File: config.mk
export PLATFORM = sky130hd
export DESIGN_NAME = drive_arbiter
export DESIGN_NICKNAME = d
export VERILOG_FILES = /design/src/rtl/drive_arbiter_pkg.sv /design/src/rtl/drive_arbiter_ms_tick.sv /design/src/rtl/drive_arbiter.sv
export SDC_FILE = /design/constraint.sdc
export NUM_CORES = 1
export LEC_CHECK = 0
export CORE_ASPECT_RATIO = 1.1
export CORE_UTILIZATION = 45
export DETAILED_ROUTE_END_ITERATION = 7
export HOLD_SLACK_MARGIN = 0.08
export PLACE_DENSITY = 0.7
export SETUP_SLACK_MARGIN = 0.02
export SLEW_MARGIN = 40
export SYNTH_ARGS = -nofsm -noshare
export SYNTH_HDL_FRONTEND = slang
export SYNTH_SLANG_ARGS = --single-unit
File: constraint.sdc
create_clock -name clk -period 3.6 [get_ports clk]
set_clock_uncertainty 0.05 [all_clocks]
set_input_delay 1.08 -clock clk [delete_from_list [all_inputs] [get_ports clk]]
set_output_delay 1.08 -clock clk [all_outputs]
set_load 0.02 [all_outputs]
File: src/rtl/drive_arbiter_pkg.sv
// Shared encodings for drive_arbiter: motion modes, FSM states, tracker patterns
// and the clock-to-millisecond helper.
package drive_arbiter_pkg;

  typedef enum logic [1:0] {
    MODE_FWD   = 2'b00,
    MODE_LEFT  = 2'b01,
    MODE_RIGHT = 2'b10,
    MODE_STOP  = 2'b11
  } mode_t;

  typedef enum logic [2:0] {
    ST_IDLE    = 3'd0,
    ST_FOLLOW  = 3'd1,
    ST_BLOCKED = 3'd2,
    ST_SEARCH  = 3'd3,
    ST_LOST    = 3'd4
  } state_t;

  // Tracker patterns as {left, mid, right}, 1 = line under sensor.
  localparam logic [2:0] TRK_NONE      = 3'b000;
  localparam logic [2:0] TRK_RIGHT     = 3'b001;
  localparam logic [2:0] TRK_MID       = 3'b010;
  localparam logic [2:0] TRK_MID_RIGHT = 3'b011;
  localparam logic [2:0] TRK_LEFT      = 3'b100;
  localparam logic [2:0] TRK_SPLIT     = 3'b101;
  localparam logic [2:0] TRK_LEFT_MID  = 3'b110;
  localparam logic [2:0] TRK_ALL       = 3'b111;

  typedef struct packed {
    logic       valid;
    logic [1:0] mode;
  } track_dec_t;

  function automatic int cycles_per_ms(input int clk_hz);
    return (clk_hz < 1000) ? 1 : clk_hz / 1000;
  endfunction

  // valid=0 for the lost (000) and split (101) patterns; the caller decides what those mean.
  function automatic track_dec_t decode_track(input logic [2:0] pat);
    track_dec_t d;
    d.valid = 1'b1;
    d.mode  = MODE_FWD;
    case (pat)
      TRK_MID, TRK_ALL:         d.mode = MODE_FWD;
      TRK_LEFT, TRK_LEFT_MID:   d.mode = MODE_LEFT;
      TRK_RIGHT, TRK_MID_RIGHT: d.mode = MODE_RIGHT;
      default:                  d.valid = 1'b0;
    endcase
    return d;
  endfunction

endpackage

File: src/rtl/drive_arbiter_ms_tick.sv
// Free-running 1 ms strobe: one-cycle pulse every CYCLES clocks, shared by the
// search timer and the soft-start ramp.
module drive_arbiter_ms_tick #(
  parameter int CYCLES = 100000
) (
  input  logic clk,
  input  logic rst,
  output logic o_tick
);

  localparam int CW = (CYCLES > 1) ? $clog2(CYCLES) : 1;
  localparam logic [CW-1:0] LAST = CW'(CYCLES - 1);

  logic [CW-1:0] r_cnt;
  logic          r_tick;

  always_ff @(posedge clk) begin
    if (rst) begin
      r_cnt  <= '0;
      r_tick <= 1'b0;
    end else if (r_cnt == LAST) begin
      r_cnt  <= '0;
      r_tick <= 1'b1;
    end else begin
      r_cnt  <= r_cnt + CW'(1);
      r_tick <= 1'b0;
    end
  end

  assign o_tick = r_tick;

endmodule

File: src/rtl/drive_arbiter.sv
// drive_arbiter: fuses line tracker, ranger and start request into a registered motion command.
// Define ARB_SOFT_START_EN to ramp duty from DUTY_MAX/4 instead of jumping to DUTY_MAX.
module drive_arbiter
  import drive_arbiter_pkg::*;
#(
  parameter int CLK_HZ        = 100000000,
  parameter int STOP_CM       = 15,
  parameter int GO_CM         = 20,
  parameter int CLEAR_SAMPLES = 3,
  parameter int SEARCH_MS     = 500,
  parameter int DUTY_MAX      = 1023
) (
  input  logic       clk,
  input  logic       rst,
  input  logic       left_track,
  input  logic       mid_track,
  input  logic       right_track,
  input  logic [9:0] distance_cm,
  input  logic       dist_valid,
  input  logic       start_move,
  output logic [1:0] mode,
  output logic [1:0] pre_mode,
  output logic       en_left,
  output logic       en_right,
  output logic [9:0] duty,
  output logic [2:0] state_dbg
);

  localparam int CYCLES_MS = cycles_per_ms(CLK_HZ);
  localparam int CLR_W     = $clog2(CLEAR_SAMPLES + 1);
  localparam int MS_W      = $clog2(SEARCH_MS + 1);

  localparam logic [9:0]       STOP_LIM  = 10'(STOP_CM);
  localparam logic [9:0]       GO_LIM    = 10'(GO_CM);
  localparam logic [9:0]       DUTY_FULL = 10'(DUTY_MAX);
  localparam logic [CLR_W-1:0] CLR_DONE  = CLR_W'(CLEAR_SAMPLES);
  localparam logic [MS_W-1:0]  MS_LAST   = MS_W'(SEARCH_MS - 1);

  logic [2:0]       w_pins;
  logic [2:0]       w_sync;
  logic             w_tick;
  track_dec_t       w_dec;
  logic             w_line_lost;
  logic             w_obstacle;
  logic             w_clear_done;
  logic             w_search_timeout;
  logic [1:0]       w_follow_mode;
  logic [1:0]       w_search_mode;
  logic [CLR_W-1:0] w_clr_next;
  logic [9:0]       w_duty_entry;
  logic [9:0]       w_duty_run;

  state_t           r_state;
  logic [1:0]       r_mode;
  logic [1:0]       r_pre_mode;
  logic             r_en_left;
  logic             r_en_right;
  logic [9:0]       r_duty;
  logic [CLR_W-1:0] r_clr_cnt;
  logic [MS_W-1:0]  r_ms_cnt;

  assign w_pins = {left_track, mid_track, right_track};

  // Two-flop synchronizer per tracker pin.
  genvar gi;
  generate
    for (gi = 0; gi < 3; gi++) begin : g_sync
      logic r_s1;
      logic r_s2;
      always_ff @(posedge clk) begin
        if (rst) begin
          r_s1 <= 1'b0;
          r_s2 <= 1'b0;
        end else begin
          r_s1 <= w_pins[gi];
          r_s2 <= r_s1;
        end
      end
      assign w_sync[gi] = r_s2;
    end
  endgenerate

  drive_arbiter_ms_tick #(
    .CYCLES(CYCLES_MS)
  ) u_ms_tick (
    .clk    (clk),
    .rst    (rst),
    .o_tick (w_tick)
  );

  assign w_dec         = decode_track(w_sync);
  assign w_line_lost   = (w_sync == TRK_NONE);
  assign w_obstacle    = dist_valid && (distance_cm < STOP_LIM);
  // Split pattern (and an unusable pattern on entry) keeps whatever mode is already out.
  assign w_follow_mode = w_dec.valid ? w_dec.mode : r_mode;
  assign w_search_mode = ((r_pre_mode == MODE_LEFT) || (r_pre_mode == MODE_RIGHT)) ? r_pre_mode
                                                                                     : MODE_LEFT;

  always_comb begin
    w_clr_next = r_clr_cnt;
    if (dist_valid) begin
      if (distance_cm < GO_LIM) begin
        w_clr_next = '0;
      end else if (r_clr_cnt != CLR_DONE) begin
        w_clr_next = r_clr_cnt + CLR_W'(1);
      end
    end
  end

  assign w_clear_done     = (w_clr_next == CLR_DONE);
  assign w_search_timeout = w_tick && (r_ms_cnt == MS_LAST);

`ifdef ARB_SOFT_START_EN
  localparam logic [10:0] DUTY_STEP = 11'((DUTY_MAX + 1) / 16);
  logic [10:0] w_duty_sum;
  assign w_duty_sum   = {1'b0, r_duty} + DUTY_STEP;
  assign w_duty_entry = 10'(DUTY_MAX / 4);
  assign w_duty_run   = !w_tick ? r_duty :
                        (w_duty_sum > {1'b0, DUTY_FULL}) ? DUTY_FULL : w_duty_sum[9:0];
`else
  assign w_duty_entry = DUTY_FULL;
  assign w_duty_run   = DUTY_FULL;
`endif

  always_ff @(posedge clk) begin
    if (rst) begin
      r_state    <= ST_IDLE;
      r_mode     <= MODE_STOP;
      r_pre_mode <= MODE_FWD;
      r_en_left  <= 1'b0;
      r_en_right <= 1'b0;
      r_duty     <= '0;
      r_clr_cnt  <= '0;
      r_ms_cnt   <= '0;
    end else begin
      // Stopped outputs and cleared counters unless the branch below keeps them.
      r_mode     <= MODE_STOP;
      r_en_left  <= 1'b0;
      r_en_right <= 1'b0;
      r_duty     <= '0;
      r_clr_cnt  <= '0;
      r_ms_cnt   <= '0;
      if (!start_move) begin
        r_state <= ST_IDLE;
      end else begin
        case (r_state)
          ST_IDLE: begin
            r_state    <= ST_FOLLOW;
            r_mode     <= w_follow_mode;
            r_en_left  <= 1'b1;
            r_en_right <= 1'b1;
            r_duty     <= w_duty_entry;
            if (w_follow_mode != MODE_STOP) r_pre_mode <= w_follow_mode;
          end
          ST_FOLLOW: begin
            if (w_obstacle) begin
              r_state <= ST_BLOCKED;
            end else if (w_line_lost) begin
              r_state    <= ST_SEARCH;
              r_mode     <= w_search_mode;
              r_pre_mode <= w_search_mode;
              r_en_left  <= 1'b1;
              r_en_right <= 1'b1;
              r_duty     <= w_duty_run;
            end else begin
              r_mode     <= w_follow_mode;
              r_en_left  <= 1'b1;
              r_en_right <= 1'b1;
              r_duty     <= w_duty_run;
              if (w_follow_mode != MODE_STOP) r_pre_mode <= w_follow_mode;
            end
          end
          ST_BLOCKED: begin
            if (w_clear_done) begin
              r_state    <= ST_FOLLOW;
              r_mode     <= w_follow_mode;
              r_en_left  <= 1'b1;
              r_en_right <= 1'b1;
              r_duty     <= w_duty_entry;
              if (w_follow_mode != MODE_STOP) r_pre_mode <= w_follow_mode;
            end else begin
              r_clr_cnt <= w_clr_next;
            end
          end
          ST_SEARCH: begin
            if (w_obstacle) begin
              r_state <= ST_BLOCKED;
            end else if (!w_line_lost) begin
              r_state    <= ST_FOLLOW;
              r_mode     <= w_follow_mode;
              r_en_left  <= 1'b1;
              r_en_right <= 1'b1;
              r_duty     <= w_duty_run;
              if (w_follow_mode != MODE_STOP) r_pre_mode <= w_follow_mode;
            end else if (w_search_timeout) begin
              r_state <= ST_LOST;
            end else begin
              r_mode     <= w_search_mode;
              r_pre_mode <= w_search_mode;
              r_en_left  <= 1'b1;
              r_en_right <= 1'b1;
              r_duty     <= w_duty_run;
              r_ms_cnt   <= w_tick ? r_ms_cnt + MS_W'(1) : r_ms_cnt;
            end
          end
          ST_LOST: begin
            r_state <= ST_LOST;
          end
          default: begin
            r_state <= ST_IDLE;
          end
        endcase
      end
    end
  end

  assign mode      = r_mode;
  assign pre_mode  = r_pre_mode;
  assign en_left   = r_en_left;
  assign en_right  = r_en_right;
  assign duty      = r_duty;
  assign state_dbg = r_state;

endmodule
==> flow_summary.ini <==
[setup_path]
r2r_start = u_ms_tick.r_cnt[0]
critPathKind = input pin to flop
cp-end-kind = flop
crit_required_ps = 3780
cp_cell_sequence = clkdlybuf4s50_1 > nor4b_4 > nand3_1 > a21o_1 > or3b_1 > nor3_2
rr_endpoint = u_ms_tick.r_cnt[9]
r2r.worst_path.cells = 6
arrival_ps = 2810
startpoint_type = input pin
reg2reg_slack_ps = 1720
critPathMaxStageDelay_ps = 450
cp_max_fo = 7
slowest_stage = clkdlybuf4s50_1

[flow_run]
max_cap_violations = 0

[floorplan]
start_util = 0.467
row_count = 25
core_area_um2 = 4290
die_x_um = 65.6
die_area_um2 = 4710
num_io_pins = 36
fp.dieH_um = 71.9

[drt]
drt-pass1-iter-count = 4
drtIter0Drc = 33
via_per_inst = 4.98
wl_um = 3420
drc = 0
vias = 1515
wl_per_cell_um = 11.2
ant_nets = 0

[sta]
finalSetupTns_ps = 0
tightest_slew_ps = 547
max_freq_mhz = 380
maxSlewViolCount = 0
hold_viol = 0
period_minus_slack_ps = 2630
relSlewSlack = 0.635
setup_viol = 0
min_period_over_period = 0.732
rsz0062_at_grt = false
worst_slack_ps = 966
hold_ws_ps = 386

[synthesis]
synth_cell_types = 44
synthArstFlopShare = 0
yosys-top-cells-area = dfxtp_1 (43%), nor2_1 (7.3%), xor2_1 (5.3%), xnor2_1 (4.8%), buf_4 (4.1%)
synthCells = 223
yosysWarnings = 0
synth.avg_cell_area_um2 = 8.97
synth.yosys.seq_area_share = 0.431
synth_area_um2 = 2000
syn_nets = 242
yosys.area.top_type = dfxtp_1
synth-seq-cells = 43
synth_top_area_frac = 0.431
synth_edf_count = 0
synth-main-ff-cell = dfxtp_1

[place]
finalWeightedCongestion = 0.833
io_buffers = 35
placed_area_um2 = 2310
dp_hpwl_um = 2490
place_ws_ps = 638

[clock_network]
cts_resized = 0
insertion_delay_ps = 290
cts_root_buf = clkbuf_8
ctsHoldBuffers = 0
cts_inserted_buffers = 5
clock-sinks = 43
cts_tree = built
post_cts_buffers = 0
path_clk_slew_ps = 80
htreeDepth = 2
cts_max_path_buffers = 2

[global_routing]
grt_pass1_wl_um = 5910
grtUsageTotal = 0.164
gr-total-overflow = 0
grt_pass1_vias = 1417
grt_max_degree = 18
antenna_found_initial = 0

[final_layout]
diodes = 0
num-nets-final = 268
final_layout_size_suffix_gt1_frac = 0.0600
area_growth_pct = 19.8
final_common_cell = dfxtp_1
final_cell_area_um2 = 2400
final_cell_mix = dfxtp_1 (43), nor2_1 (39), clkdlybuf4s50_1 (35)

[min_path]
hp-start = u_ms_tick.r_cnt[0]
worstHoldEndpoint = u_ms_tick.r_cnt[0]
holdPathStages = 1
hp-class = flop to flop

[pwr]
power_density_nw_per_um2 = 374
p_total_mw = 0.897
peakVddDrop_mv = 0.281
power.leakage_nw = 0.838

[status]
status = completed
==> routing by layer <==
| metal | track usage | wire length (um) | up-vias | share of wire |
|---|---|---|---|---|
| li1 | - | - | 802 | - |
| met1 | 0.190 | 1580 | 680 | 0.46 |
| met5 | 0 | 0 | - | 0 |
| met2 | 0.266 | 1610 | 29 | 0.47 |
| met3 | 0.0566 | 175 | 4 | 0.051 |
| met4 | 0.0845 | 55 | 0 | 0.016 |
==> how the worst max path moves through the flow <==
stage / end / start / slack (ps) / depth (start not counted)
finish: r_clr_cnt[0] / distance_cm[6] / 970 / 6
global route: r_clr_cnt[0] / dist_valid / 820 / 6
CTS: r_clr_cnt[0] / dist_valid / 950 / 6
detailed placement: r_clr_cnt[0] / distance_cm[6] / 640 / 6
global placement: r_clr_cnt[0] / dist_valid / 720 / 6
floorplan: r_clr_cnt[0] / distance_cm[6] / 1250 / 5
==> where the power goes <==
group,switching [mW],internal [mW]
Sequential,0.0103,0.486
Combinational,0.0473,0.0536
Clock,0.164,0.136
==> Yosys cell counts (3+ instances only) <==
master	number
and3_1	3
and4_1	4
nor2_1	39
dfxtp_1	43
nor3_1	4
nor2b_1	13
buf_4	11
buf_2	4
xnor2_1	11
a21oi_1	3
xor2_1	12
nand2_1	19
nand3_1	10
and2_1	3
nand2b_1	3
nand4_1	5
a41oi_1	3
==> kinds of logic after synthesis <==
logic type | Yosys count | synth area share
compound gates | 19 | 0.0745
xor+xnor | 23 | 0.101
fa+ha+maj | 3 | 0.0175
buf+inv | 18 | 0.0569
flops | 43 | 0.431
mux | 1 | 0.00501
simple gates | 116 | 0.315
==> worst max-delay path: cells and delay by family <==
| family | cells | cell delay (ps) |
|---|---|---|
| AO/OA/AOI/OAI | 1 | 250 |
| buffers and inverters | 1 | 450 |
| AND/OR/NAND/NOR | 4 | 1030 |
==> metrics by stage <==
stage,utilization,std cells
detailed placement,0.539,296
finish,0.559,304
global route,0.559,304
global placement,0.539,296
floorplan,-,223
CTS,0.559,304
==> state kept, by name (all words and copies together), names as in the netlist <==
register	flops
duty	1
g_sync.r_s1	3
g_sync.r_s2	3
mode	2
pre_mode	2
r_clr_cnt	2
r_ms_cnt	9
state_dbg	3
u_ms_tick.o_tick	1
u_ms_tick.r_cnt	17
==> area by class of cell <==
| class | instances | area (um2) |
|---|---|---|
| Inverter | 2 | 7.51 |
| Fill cell | 390 | 1890 |
| Clock buffer | 6 | 72.6 |
| Sequential cell | 43 | 861 |
| Clock inverter | 2 | 12.5 |
| Multi-Input combinational cell | 162 | 1020 |
| Timing Repair Buffer | 35 | 350 |
| Tap cell | 54 | 67.6 |
Power figures use the tool's default switching activity.
